**config.mk**
```make
export PLATFORM = sky130hd
export DESIGN_NAME = hazard_ctrl
export DESIGN_NICKNAME = d
export VERILOG_FILES = /design/src/rtl/hazard_ctrl.sv
export SDC_FILE = /design/constraint.sdc
export NUM_CORES = 1
export LEC_CHECK = 0
export ABC_AREA = 1
export ABC_CLOCK_PERIOD_IN_PS = 2700
export BUFFER_PORTS_ARGS = -buffer_cell sky130_fd_sc_hd__clkbuf_2
export CAP_MARGIN = 20
export CORE_AREA = 4 4 96 98
export CTS_CLUSTER_SIZE = 8
export DETAILED_ROUTE_END_ITERATION = 10
export DIE_AREA = 0 0 100 102
export PLACE_DENSITY = 0.69
export REMOVE_ABC_BUFFERS = 1
export SYNTH_ARGS = -nofsm -noshare
export SYNTH_HDL_FRONTEND = slang
export SYNTH_SLANG_ARGS = --single-unit
```
**constraint.sdc**
```tcl
create_clock -name clk -period 2.7 [get_ports clk]
set_clock_uncertainty 0.2 [all_clocks]
set_input_delay 0.135 -clock clk [delete_from_list [all_inputs] [get_ports clk]]
set_output_delay 0.135 -clock clk [all_outputs]
set_load 0.03 [all_outputs]
```
**src/rtl/hazard_ctrl.sv**
```systemverilog
// ---------------------------------------------------------------------------
// hazard_ctrl
//
// Sequencing controller for the IF/ID front end of the pipeline. It combines
// three conditions into the fetch and IF/ID control signals:
//   - load-use hazards between the load in EX and the instruction in ID
//   - taken branches that resolve in EX
//   - memory busy, which holds the whole pipeline
// It also provides a global freeze, a memory-busy watchdog, and saturating
// performance counters.
//
// The outputs are Mealy. They are a function of the current state and the
// inputs of the current cycle, and they add no latency.
//
// Ports
//   clk          system clock
//   reset        synchronous, active-low reset
//   MemRead_EX   instruction in EX is a load
//   RD_EX        destination register of the instruction in EX
//   RS1_ID       source register 1 of the instruction in ID
//   RS2_ID       source register 2 of the instruction in ID
//   OPCODE_ID    opcode of the instruction in ID
//   PCSrc_EX     branch taken, resolved in EX
//   mem_busy     memory not ready; the whole pipeline holds
//   cnt_clear    synchronous clear of all performance counters
//   PC_write     PC update enable
//   IF_ID_write  IF/ID register load enable
//   IF_ID_flush  load a NOP (0x00000013) into IF/ID
//   control_sel  1 = zero the ID control signals (insert a bubble)
//   pipe_freeze  hold ID/EX, EX/MEM and MEM/WB
//   stall_cnt    number of load-use stall cycles taken
//   flush_cnt    number of branch flushes taken
//   freeze_cnt   number of mem_busy freeze cycles
//   timeout_err  sticky watchdog error; cleared only by reset
// ---------------------------------------------------------------------------
module hazard_ctrl #(
    parameter int CNT_W   = 16,
    parameter int TIMEOUT = 64
) (
    input  logic             clk,
    input  logic             reset,
    input  logic             MemRead_EX,
    input  logic [4:0]       RD_EX,
    input  logic [4:0]       RS1_ID,
    input  logic [4:0]       RS2_ID,
    input  logic [6:0]       OPCODE_ID,
    input  logic             PCSrc_EX,
    input  logic             mem_busy,
    input  logic             cnt_clear,
    output logic             PC_write,
    output logic             IF_ID_write,
    output logic             IF_ID_flush,
    output logic             control_sel,
    output logic             pipe_freeze,
    output logic [CNT_W-1:0] stall_cnt,
    output logic [CNT_W-1:0] flush_cnt,
    output logic [CNT_W-1:0] freeze_cnt,
    output logic             timeout_err
);

    localparam int WD_W = $clog2(TIMEOUT + 1);

    localparam logic [6:0] OP_LUI    = 7'b0110111;
    localparam logic [6:0] OP_AUIPC  = 7'b0010111;
    localparam logic [6:0] OP_JAL    = 7'b1101111;
    localparam logic [6:0] OP_RTYPE  = 7'b0110011;
    localparam logic [6:0] OP_STORE  = 7'b0100011;
    localparam logic [6:0] OP_BRANCH = 7'b1100011;

    typedef enum logic [1:0] {
        RUN    = 2'd0,
        FREEZE = 2'd1,
        ERROR  = 2'd2
    } state_t;

    state_t          state, state_nxt;
    logic [WD_W-1:0] wd_cnt, wd_nxt;
    logic            timeout_nxt;
    logic            rs1_used, rs2_used, lu;
    logic            stall_inc, flush_inc, freeze_inc;

    // -----------------------------------------------------------------------
    // Source-usage decode and load-use detection.
    // x0 is hard-wired to zero, so a load that targets x0 never creates a
    // hazard.
    // -----------------------------------------------------------------------
    always_comb begin
        rs1_used = !(OPCODE_ID == OP_LUI || OPCODE_ID == OP_AUIPC ||
                     OPCODE_ID == OP_JAL);
        rs2_used = (OPCODE_ID == OP_RTYPE || OPCODE_ID == OP_STORE ||
                    OPCODE_ID == OP_BRANCH);
        lu = MemRead_EX && (RD_EX != 5'd0) &&
             ((rs1_used && RD_EX == RS1_ID) || (rs2_used && RD_EX == RS2_ID));
    end

    // -----------------------------------------------------------------------
    // Next-state and output logic.
    // Priority: ERROR > mem_busy > PCSrc_EX > lu > normal.
    // -----------------------------------------------------------------------
    always_comb begin
        // NOTE: every signal gets a default here, before any branch. This
        // keeps the block purely combinational, so no latch is inferred.
        PC_write    = 1'b1;
        IF_ID_write = 1'b1;
        IF_ID_flush = 1'b0;
        control_sel = 1'b0;
        pipe_freeze = 1'b0;
        state_nxt   = state;
        wd_nxt      = wd_cnt;
        timeout_nxt = timeout_err;
        stall_inc   = 1'b0;
        flush_inc   = 1'b0;
        freeze_inc  = 1'b0;

        if (!reset) begin
            // While reset is held, hold fetch and insert bubbles.
            PC_write    = 1'b0;
            IF_ID_write = 1'b0;
            control_sel = 1'b1;
        end else if (state == ERROR) begin
            PC_write    = 1'b0;
            IF_ID_write = 1'b0;
            control_sel = 1'b1;
            pipe_freeze = 1'b1;
        end else if (mem_busy) begin
            // A pending branch or load-use is ignored here. It is seen
            // again once the memory is ready.
            PC_write    = 1'b0;
            IF_ID_write = 1'b0;
            pipe_freeze = 1'b1;
            freeze_inc  = 1'b1;
            if (wd_cnt == WD_W'(TIMEOUT - 1)) begin
                state_nxt   = ERROR;
                timeout_nxt = 1'b1;
            end else begin
                state_nxt = FREEZE;
                wd_nxt    = wd_cnt + 1'b1;
            end
        end else begin
            // Memory is ready. Leaving FREEZE, this cycle is evaluated as RUN.
            state_nxt = RUN;
            wd_nxt    = '0;
            if (PCSrc_EX) begin
                // A taken branch kills both wrong-path instructions. Any
                // load-use seen in this cycle belongs to a flushed
                // instruction, so it is dropped.
                IF_ID_flush = 1'b1;
                control_sel = 1'b1;
                flush_inc   = 1'b1;
            end else if (lu) begin
                PC_write    = 1'b0;
                IF_ID_write = 1'b0;
                control_sel = 1'b1;
                stall_inc   = 1'b1;
            end
        end
    end

    // -----------------------------------------------------------------------
    // State, watchdog and sticky error registers.
    // -----------------------------------------------------------------------
    always_ff @(posedge clk) begin
        // NOTE: sequential state uses non-blocking assignments, so every
        // register samples values from before the edge.
        if (!reset) begin
            state       <= RUN;
            wd_cnt      <= '0;
            timeout_err <= 1'b0;
        end else begin
            state       <= state_nxt;
            wd_cnt      <= wd_nxt;
            timeout_err <= timeout_nxt;
        end
    end

    // -----------------------------------------------------------------------
    // Saturating performance counters. A clear takes priority over an
    // increment in the same cycle. A counter holds once it reaches all-ones.
    // -----------------------------------------------------------------------
    always_ff @(posedge clk) begin
        if (!reset || cnt_clear) begin
            stall_cnt  <= '0;
            flush_cnt  <= '0;
            freeze_cnt <= '0;
        end else begin
            if (stall_inc && !(&stall_cnt))
                stall_cnt <= stall_cnt + 1'b1;
            if (flush_inc && !(&flush_cnt))
                flush_cnt <= flush_cnt + 1'b1;
            if (freeze_inc && !(&freeze_cnt))
                freeze_cnt <= freeze_cnt + 1'b1;
        end
    end

endmodule
```
==> impl_metrics.toml, run 1 <==
[worst_setup_path]
ff2ff_path_depth = 8
rr_endpoint = "wd_cnt[2]"
start_kind = "flop"
reg2reg_slack_ps = 330
crit_type = "reg2reg"
critPathLaunch = "wd_cnt[0]"
cp.required_ps = 2770
arrival_ps = 2440
crit_fanout = 4
end_kind = "flop"
reg2reg_from = "wd_cnt[0]"

[clock_tree]
cts_root_buf = "clkbuf_8"
clkSlewWorstSetupHoldPaths_ps = 70
cts_setup_buffers = 0
clock_path_buffers = 2
htree_levels = 3
cts_buffers = 9
clock_sinks = 58
cts_tree = "built"
cts-resized-gates = 0
clk_latency_ps = 340

[grt]
grt_overflow = 0
grt_pass1_vias = 2953
grt_pass1_wl_mm = 12.85
use_met1_pct = 19.30
grt_max_degree = 34
met3_usage_pct = 3.140
antenna_found_initial = 0
busiest_layer = "met2"
track_usage_pct = 15.50
use_met2_pct = 25.91

[timing]
min_period_ps = 2366
hold_violations = 0
hold_slack_ps = 30.66
clock.fmax_mhz = 422.7
post-route-period-util_pct = 87.63
fin_setup_tns_ps = 0
drv_slew = 0
max_slew.worst_pin.slew_ps = 651.5
relSlewSlack_pct = 56.52
setup_viol = 0
grt_setup_unrepaired = "false"

[floorplanning]
initial_utilization_pct = 38.28
core_region_area_sq_um = 8466
std_cell_rows = 34
dieArea_sq_um = 10200
fp.dieW_um = 100
fp.dieH_um = 102
ioPinCount = 82

[min_path]
whs_path_depth = 5
hold_class = "in2reg"
hp-start = "PCSrc_EX"
hold_path_end = "stall_cnt[1]"

[detailed_routing]
wl_per_cell_um = 11.57
first_pass_iters = 4
wl_mm = 7.680
initialDrtViolationCount = 92
vias = 3180
drtAntennaViolNets = 0
vias_per_cell = 4.789
drc = 0

[layout]
drive_above_1_share_pct = 23.74
nets = 584
fill_cells = 858
finish.utilization_pct = 46.63
area_delta_synth_final_pct = 21.81
diodes = 0
fin_area_sq_um = 3948

[status]
status = "completed"

[synthesis]
yosysWarningCount = 0
synth_area_per_cell_sq_um = 6.954
yosysSeqAreaShare_pct = 35.83
syn-cell-area_sq_um = 3241
synth_seq_cells = 58
synth.distinct_cells = 40
netlist_instances = 466
synth-edff-count = 0
synth_flop_cell = "dfxtp_1"
async_flop_share_pct = 0

[place]
place_area_sq_um = 3714
hpwl_mm = 5.856
gp_congestion = 0.8140
portBuffers = 81

[run]
maxCapViolCount = 0

[pwr]
p_per_area_nw_per_um2 = 461.4
power.total_w = 0.001822
p_leak_nw = 1.620
worst_ir_drop_vdd_v = 0.0003102
[stage by stage]
stage,cells,setup WS (ps)
final,664,334.0
after global routing,664,208.4
after CTS,664,375.7
after detailed placement,646,682.1
after global placement,646,722.6
after floorplan,456,684.9
[cells by family (layout without fill, tap and decap cells)]
family / after synthesis / in the layout / share of synthesized area (%)
flip-flops: 58 / 58 / 35.83
buffers and inverters: 69 / 159 / 9.150
AND/OR/NAND/NOR: 249 / 249 / 36.95
AO/OA/AOI/OAI: 69 / 69 / 11.93
adder cells (fa/ha/maj): 4 / 4 / 1.544
XOR/XNOR: 17 / 17 / 4.595
[layer usage]
metal / wire [um] / vias to the layer above / part of all wire [%]
met5: 0 / - / 0
met4: 169 / 0 / 2.2
met3: 300 / 15 / 3.9
met2: 3667 / 56 / 48
met1: 3543 / 1422 / 46
li1: - / 1687 / -
[power by group]
group | switching (W) | internal, W
combinational | 0.0000800 | 0.0000476
clock | 0.000334 | 0.000496
sequential | 0.00000392 | 0.000860
[synthesized netlist by cell type (2+ instances only)]
cell type | n | area (sq um)
nand2_1 | 105 | 394.1
dfxtp_1 | 58 | 1161
nor2_1 | 56 | 210.2
inv_1 | 53 | 198.9
nand3_1 | 36 | 180.2
a21oi_1 | 35 | 175.2
o21ai_0 | 14 | 70.07
nor3_1 | 12 | 60.06
xor2_1 | 10 | 87.58
nor2_2 | 9 | 56.30
xnor2_1 | 7 | 61.31
inv_2 | 6 | 22.52
and3_1 | 5 | 31.28
o21ai_1 | 5 | 25.02
buf_6 | 4 | 45.04
ha_1 | 4 | 50.05
nand2_2 | 3 | 18.77
nand3_2 | 3 | 30.03
nand4_1 | 3 | 18.77
nor2_4 | 3 | 33.78
nor4_1 | 3 | 18.77
nor4_2 | 3 | 37.54
o21a_1 | 3 | 22.52
o22ai_1 | 3 | 18.77
a211oi_1 | 2 | 15.01
buf_1 | 2 | 7.510
buf_4 | 2 | 15.01
clkbuf_1 | 2 | 7.510
nor3_4 | 2 | 32.53
nor3b_2 | 2 | 25.02
o21bai_1 | 2 | 15.01
[sequential cells by signal, indices dropped and copies added (netlist names)]
name / count
timeout_err: 1
stall_cnt: 16
freeze_cnt: 16
wd_cnt: 7
flush_cnt: 16
state: 2
[worst max-delay path by stage]
stage / end / slack (ps) / cells past startpoint
6_report: wd_cnt[2] / 330 / 8
5_1_grt: wd_cnt[2] / 210 / 8
4_1_cts: wd_cnt[2] / 380 / 8
3_5_place_dp: freeze_cnt[13] / 680 / 12
3_3_place_gp: freeze_cnt[13] / 720 / 12
2_1_floorplan: freeze_cnt[13] / 680 / 12
[placed cells by master (no fill, tap or decap), types with 4 or more instances in the layout]
cell type / netlist / layout
nand2_1: 105 / 105
clkbuf_2: 0 / 81
dfxtp_1: 58 / 58
nor2_1: 56 / 56
inv_1: 53 / 53
nand3_1: 36 / 36
a21oi_1: 35 / 35
o21ai_0: 14 / 14
nor3_1: 12 / 12
clkbuf_8: 0 / 12
xor2_1: 10 / 10
nor2_2: 9 / 9
xnor2_1: 7 / 7
inv_2: 6 / 6
and3_1: 5 / 5
o21ai_1: 5 / 5
ha_1: 4 / 4
[area by class of cell]
cell class	instances	area, sq um	share of cell area [%]
clock buffers	13	168.9	4.279
clock inverters	2	35.03	0.8875
inverters	59	221.5	5.610
multi-input cells	339	1783	45.17
flip-flops and latches	58	1161	29.41
well taps	108	135.1	3.423
repair buffers	85	442.9	11.22
[worst max-delay path: stages (launching register included)]
cell and delay, ps:
dfxtp_1 380, ha_1 210, nand3_1 170, nor4_2 320, nand2_1 170, nand2_1 110
nand2_1 60, a21oi_1 140, dlygate4sd3_1 560
[timing repair]
item / 4_1_cts / 5_1_grt
hold endpoints to repair: 4 / 0
endpoints found under the setup margin: 0 / 0
hold buffers: 3 / 0
No activity file was read; power rests on OpenSTA's default activity.
==> run 2, diff against run 1 <==
--- a/config.mk
+++ b/config.mk
@@ -7,14 +7,15 @@
 export LEC_CHECK = 0
 export ABC_AREA = 1
 export ABC_CLOCK_PERIOD_IN_PS = 2700
-export BUFFER_PORTS_ARGS = -buffer_cell sky130_fd_sc_hd__clkbuf_2
 export CAP_MARGIN = 20
 export CORE_AREA = 4 4 96 98
 export CTS_CLUSTER_SIZE = 8
 export DETAILED_ROUTE_END_ITERATION = 10
 export DIE_AREA = 0 0 100 102
-export PLACE_DENSITY = 0.69
+export DONT_BUFFER_PORTS = 1
+export PLACE_DENSITY = 0.61
 export REMOVE_ABC_BUFFERS = 1
+export SETUP_SLACK_MARGIN = 0.1
 export SYNTH_ARGS = -nofsm -noshare
 export SYNTH_HDL_FRONTEND = slang
 export SYNTH_SLANG_ARGS = --single-unit
==> run 2 against run 1 <==
Net effect: sequential share of layout area up 2.2 points; sequential power hardly changed; worst hold slack about the same; global-route usage is 0.28 points lower; critical path type unchanged; largest power group is now clock.
==> impl_metrics.toml, run 2 (synthesized netlist as in run 1, its figures left out) <==
[layout]
area_delta_synth_final_pct = 13.36
top_regs = "flush_cnt (16), freeze_cnt (16), stall_cnt (16)"
nets = 518
diodes = 0
layout_commonest_cell = "nand2_1"
final_cell_mix = "105 x nand2_1, 58 x dfxtp_1, 56 x nor2_1, 53 x inv_1, 36 x nand3_1"
drive_above_1_share_pct = 13.24
finish.utilization_pct = 43.39

[status]
status = "completed"

[timing]
max_slew.worst_pin.slew_ps = 763.1
relSlewSlack_pct = 48.45
setup_viol = 0
drv_slew = 0
min_period_ps = 2369
fin_setup_tns_ps = 0
grt_setup_unrepaired = "false"
post-route-period-util_pct = 87.74
hold_violations = 0
clock.fmax_mhz = 422.1

[floorplanning]
dieArea_sq_um = 10200
core_region_area_sq_um = 8466
fp.dieH_um = 102
initial_utilization_pct = 38.28
fp.dieW_um = 100
std_cell_rows = 34
ioPinCount = 82

[worst_setup_path]
crit_top_cell = "nand2_1"
crit_type = "reg2reg"
slowest_stage = "dlygate4sd3_1"
path_buf_inv = 1
rr_endpoint = "wd_cnt[2]"
arrival_ps = 2440
cp.required_ps = 2770
crit_family = "simple AND/OR/NAND/NOR gates"
crit_chain = "ha_1, nand3_1, nor4_2, nand2_1, nand2_1, nand2_1, a21oi_1, dlygate4sd3_1"
max_stage_delay_ps = 550
reg2reg_slack_ps = 330
ff2ff_path_depth = 8
reg2reg_from = "wd_cnt[0]"
start_kind = "flop"
crit_fanout = 4
end_kind = "flop"

[clock_tree]
cts_tree = "built"
htree_levels = 3
clock_path_buffers = 2
cts_root_buf = "clkbuf_8"
clkSlewWorstSetupHoldPaths_ps = 80
cts_buffers = 9
clk_latency_ps = 330
cts-resized-gates = 0
clock_sinks = 58

[grt]
antenna_found_initial = 0
grt_max_degree = 34
track_usage_pct = 15.22
use_met2_pct = 25.04
grt_pass1_vias = 2777
grt_pass1_wl_mm = 12.70
met3_usage_pct = 5.324
busiest_layer = "met2"
grt_overflow = 0
use_met1_pct = 18.44

[place]
gp_congestion = 0.8254
hpwl_mm = 5.769
portBuffers = 0

[pwr]
p_leak_nw = 1.336
worst_ir_drop_vdd_v = 0.0002992
p_per_area_nw_per_um2 = 508.2

[min_path]
hold_class = "in2reg"
hp-start = "MemRead_EX"
hold_path_end = "stall_cnt[0]"
whs_path_depth = 6

[detailed_routing]
drtAntennaViolNets = 0
vias = 2988
wl_mm = 7.749
initialDrtViolationCount = 56
first_pass_iters = 4
drc = 0
wl_per_cell_um = 12.94
vias_per_cell = 4.988

[run]
maxCapViolCount = 0
==> run 2: what timing repair did <==
action                                  in CTS  in global routing
endpoints found under the setup margin       0                  0
endpoints found under the hold margin       11                  0
hold buffers                                 4                  0
setup buffers                                0                  0
==> run 2: routing by layer <==
metal  wire length, um  share of wire, %
met5                 0                 0
met4                97               1.3
met3               457               5.9
met1              3570                46
met2              3623                47
==> run 2: worst reg2reg max path, cell delays in order (launching register included) <==
cell           delay (ps)
dfxtp_1               380
ha_1                  230
nand3_1               160
nor4_2                330
nand2_1               170
nand2_1               110
nand2_1                50
a21oi_1               130
dlygate4sd3_1         550
==> run 2: power breakdown <==
group	total (W)	leakage, nW	internal [W]	switching, W
clock	0.000902	0.103	0.000546	0.000356
combinational	0.000101	0.766	0.0000340	0.0000674
sequential	0.000864	0.468	0.000859	0.00000453
total	0.00187	1.34	0.00144	0.000427
==> run 2: stage by stage <==
stage	std cells	hold slack [ps]	area (sq um)	total power, W	worst slack (ps)
after floorplan	456	73.31	3166	0.0009578	684.9
after global placement	579	77.19	3413	0.0009795	584.6
after detailed placement	579	86.47	3413	0.0009809	484.8
after CTS	599	24.91	3674	0.001899	372.4
after global routing	599	41.13	3674	0.001947	202.3
final	599	30.44	3674	0.001867	331.0
==> run 2: layout make-up <==
cell class / count / area [sq um]
clock buffer: 12 / 145.1
multi-input combinational: 339 / 1783
fill: 896 / 4792
timing repair buffer: 19 / 152.6
clock inverter: 4 / 75.07
tap: 108 / 135.1
inverter: 59 / 221.5
sequential: 58 / 1161
==> run 2: how the worst max path moves through the flow <==
stage / from / to / slack, ps / cells after the start
6_report: wd_cnt[0] / wd_cnt[2] / 330 / 8
5_1_grt: wd_cnt[0] / wd_cnt[2] / 200 / 8
2_1_floorplan: freeze_cnt[1] / freeze_cnt[13] / 680 / 12
3_3_place_gp: stall_cnt[0] / stall_cnt[0] / 580 / 9
4_1_cts: wd_cnt[0] / wd_cnt[2] / 370 / 8
3_5_place_dp: stall_cnt[0] / stall_cnt[10] / 480 / 9
==> run 3, diff against run 2 <==
--- a/config.mk
+++ b/config.mk
@@ -8,12 +8,12 @@
 export ABC_AREA = 1
 export ABC_CLOCK_PERIOD_IN_PS = 2700
 export CAP_MARGIN = 20
-export CORE_AREA = 4 4 96 98
+export CORE_AREA = 4 4 94 96
 export CTS_CLUSTER_SIZE = 8
 export DETAILED_ROUTE_END_ITERATION = 10
-export DIE_AREA = 0 0 100 102
+export DIE_AREA = 0 0 98 100
 export DONT_BUFFER_PORTS = 1
-export PLACE_DENSITY = 0.61
+export PLACE_DENSITY = 0.63
 export REMOVE_ABC_BUFFERS = 1
 export SETUP_SLACK_MARGIN = 0.1
 export SYNTH_ARGS = -nofsm -noshare
==> run 3 against run 2 <==
Net effect: die area shrank 3.9%; utilization is 2.7 points higher; fmax up 3.5%.
==> impl_metrics.toml, run 3 (synthesized netlist as in run 1, its figures left out) <==
[clock_tree]
cts-resized-gates = 0
cts_setup_buffers = 0
clock_sinks = 58
clk_latency_ps = 330
clkSlewWorstSetupHoldPaths_ps = 70
htree_levels = 3
ctsHoldBuffers = 4
cts_tree = "built"
clock_path_buffers = 2
cts_buffers = 9
cts_root_buf = "clkbuf_8"

[status]
status = "completed"

[detailed_routing]
wl_met2_mm = 3.711
first_pass_iters = 4
initialDrtViolationCount = 87
wl_mm = 7.774
dr.max_layer_used = "met4"
dr_wl_met3_um = 573
vias = 2961
m1WireLength_mm = 3.375
drc = 0
drtAntennaViolNets = 0
vias_per_cell = 4.960
wl_per_cell_um = 13.02

[grt]
track_usage_pct = 15.61
grt_pass1_wl_mm = 12.59
grt_pass1_vias = 2769
antenna_found_initial = 0
grt_max_degree = 34
grt_overflow = 0

[pwr]
p_leak_nw = 1.368
p_per_area_nw_per_um2 = 532.0
worst_ir_drop_vdd_v = 0.0003106

[layout]
top_regs = "flush_cnt (16), freeze_cnt (16), stall_cnt (16)"
multiInputGateArea_sq_um = 1783
final_cell_count_no_fill = 597
drive_above_1_share_pct = 13.82
fill_cells = 819
area_delta_synth_final_pct = 14.44
seqCellArea_sq_um = 1161
layout_commonest_cell = "nand2_1"
diodes = 0
nets = 519
final_cell_mix = "105 x nand2_1, 58 x dfxtp_1, 56 x nor2_1, 53 x inv_1, 36 x nand3_1"

[worst_setup_path]
start_kind = "flop"
end_kind = "flop"
arrival_ps = 2360
crit_fanout = 4
cp.required_ps = 2770
crit_type = "reg2reg"

[floorplanning]
fp.dieW_um = 98
initial_utilization_pct = 40.25
core_region_area_sq_um = 8051
fp.dieH_um = 100
ioPinCount = 82
dieArea_sq_um = 9800
std_cell_rows = 33

[place]
post-place-cells = 577
hpwl_mm = 5.715
portBuffers = 0
dp_slack_ps = 474.5
gp_congestion = 0.8348

[timing]
setup_viol = 0
max_slew.worst_pin.slew_ps = 786.4
relSlewSlack_pct = 46.88
post-route-period-util_pct = 84.81
min_period_ps = 2290
setup_ws_ps = 410.1
hold_violations = 0
clock.fmax_mhz = 436.7
drv_slew = 0
grt_setup_unrepaired = "false"
fin_setup_tns_ps = 0

[run]
maxCapViolCount = 0

[min_path]
hold_class = "in2reg"
[run 3: cell types whose count changed in the layout (fill, tap and decap cells not counted)]
cell | previous run | this run
bufinv_16 | 2 | 3
clkinv_2 | 0 | 2
clkbuf_1 | 2 | 0
clkbuf_8 | 10 | 11
clkinvlp_4 | 2 | 0
buf_4 | 15 | 16
[run 3: worst max-delay path: stages (launching register included)]
cell and delay (ps):
dfxtp_1 390, ha_1 220, nand3_1 170, nor4_2 270
nand2_1 150, nand2_1 100, nand2_1 50, a21oi_1 130
dlygate4sd3_1 550
[run 3: path summary, 6_finish.rpt]
check                                from      endpoint  slack (ps)  cells after the start
worst min register to register  wd_cnt[6]     wd_cnt[6]         250                      2
worst max-delay path            wd_cnt[0]     wd_cnt[2]         410                      8
worst max register to register  wd_cnt[0]     wd_cnt[2]         410                      8
worst min-delay path            cnt_clear  stall_cnt[7]          40                      4
[run 3: area by class of cell]
type	instances	share of cell area (%)
multi-input combinational	339	48.08
sequential	58	31.31
inverter	59	5.972
timing repair buffer	20	4.318
clock buffer	11	4.082
tap	105	3.543
clock inverter	5	2.699
[run 3: layer usage]
metal	global-route usage (%)	up-vias
met2	26.75	56
met1	17.49	1337
met3	6.393	13
li1	-	1555
met5	0	-
met4	5.644	0
[run 3: per-stage QoR]
step	area, sq um	total power, W	hold WS [ps]	utilization (%)
CTS	3709	0.002008	28.86	46.06
finish	3709	0.001973	44.81	46.06
detailed placement	3417	0.0009797	81.50	42.44
floorplan	3166	0.0009578	73.31	-
global placement	3417	0.0009771	77.06	42.44
global route	3709	0.002048	46.94	46.06
[run 3: power by group]
part | internal, W | switching, W | total (W)
registers | 0.000860 | 0.00000442 | 0.000864
clock network | 0.000661 | 0.000348 | 0.00101
logic | 0.0000339 | 0.0000669 | 0.000101
total | 0.00155 | 0.000419 | 0.00197
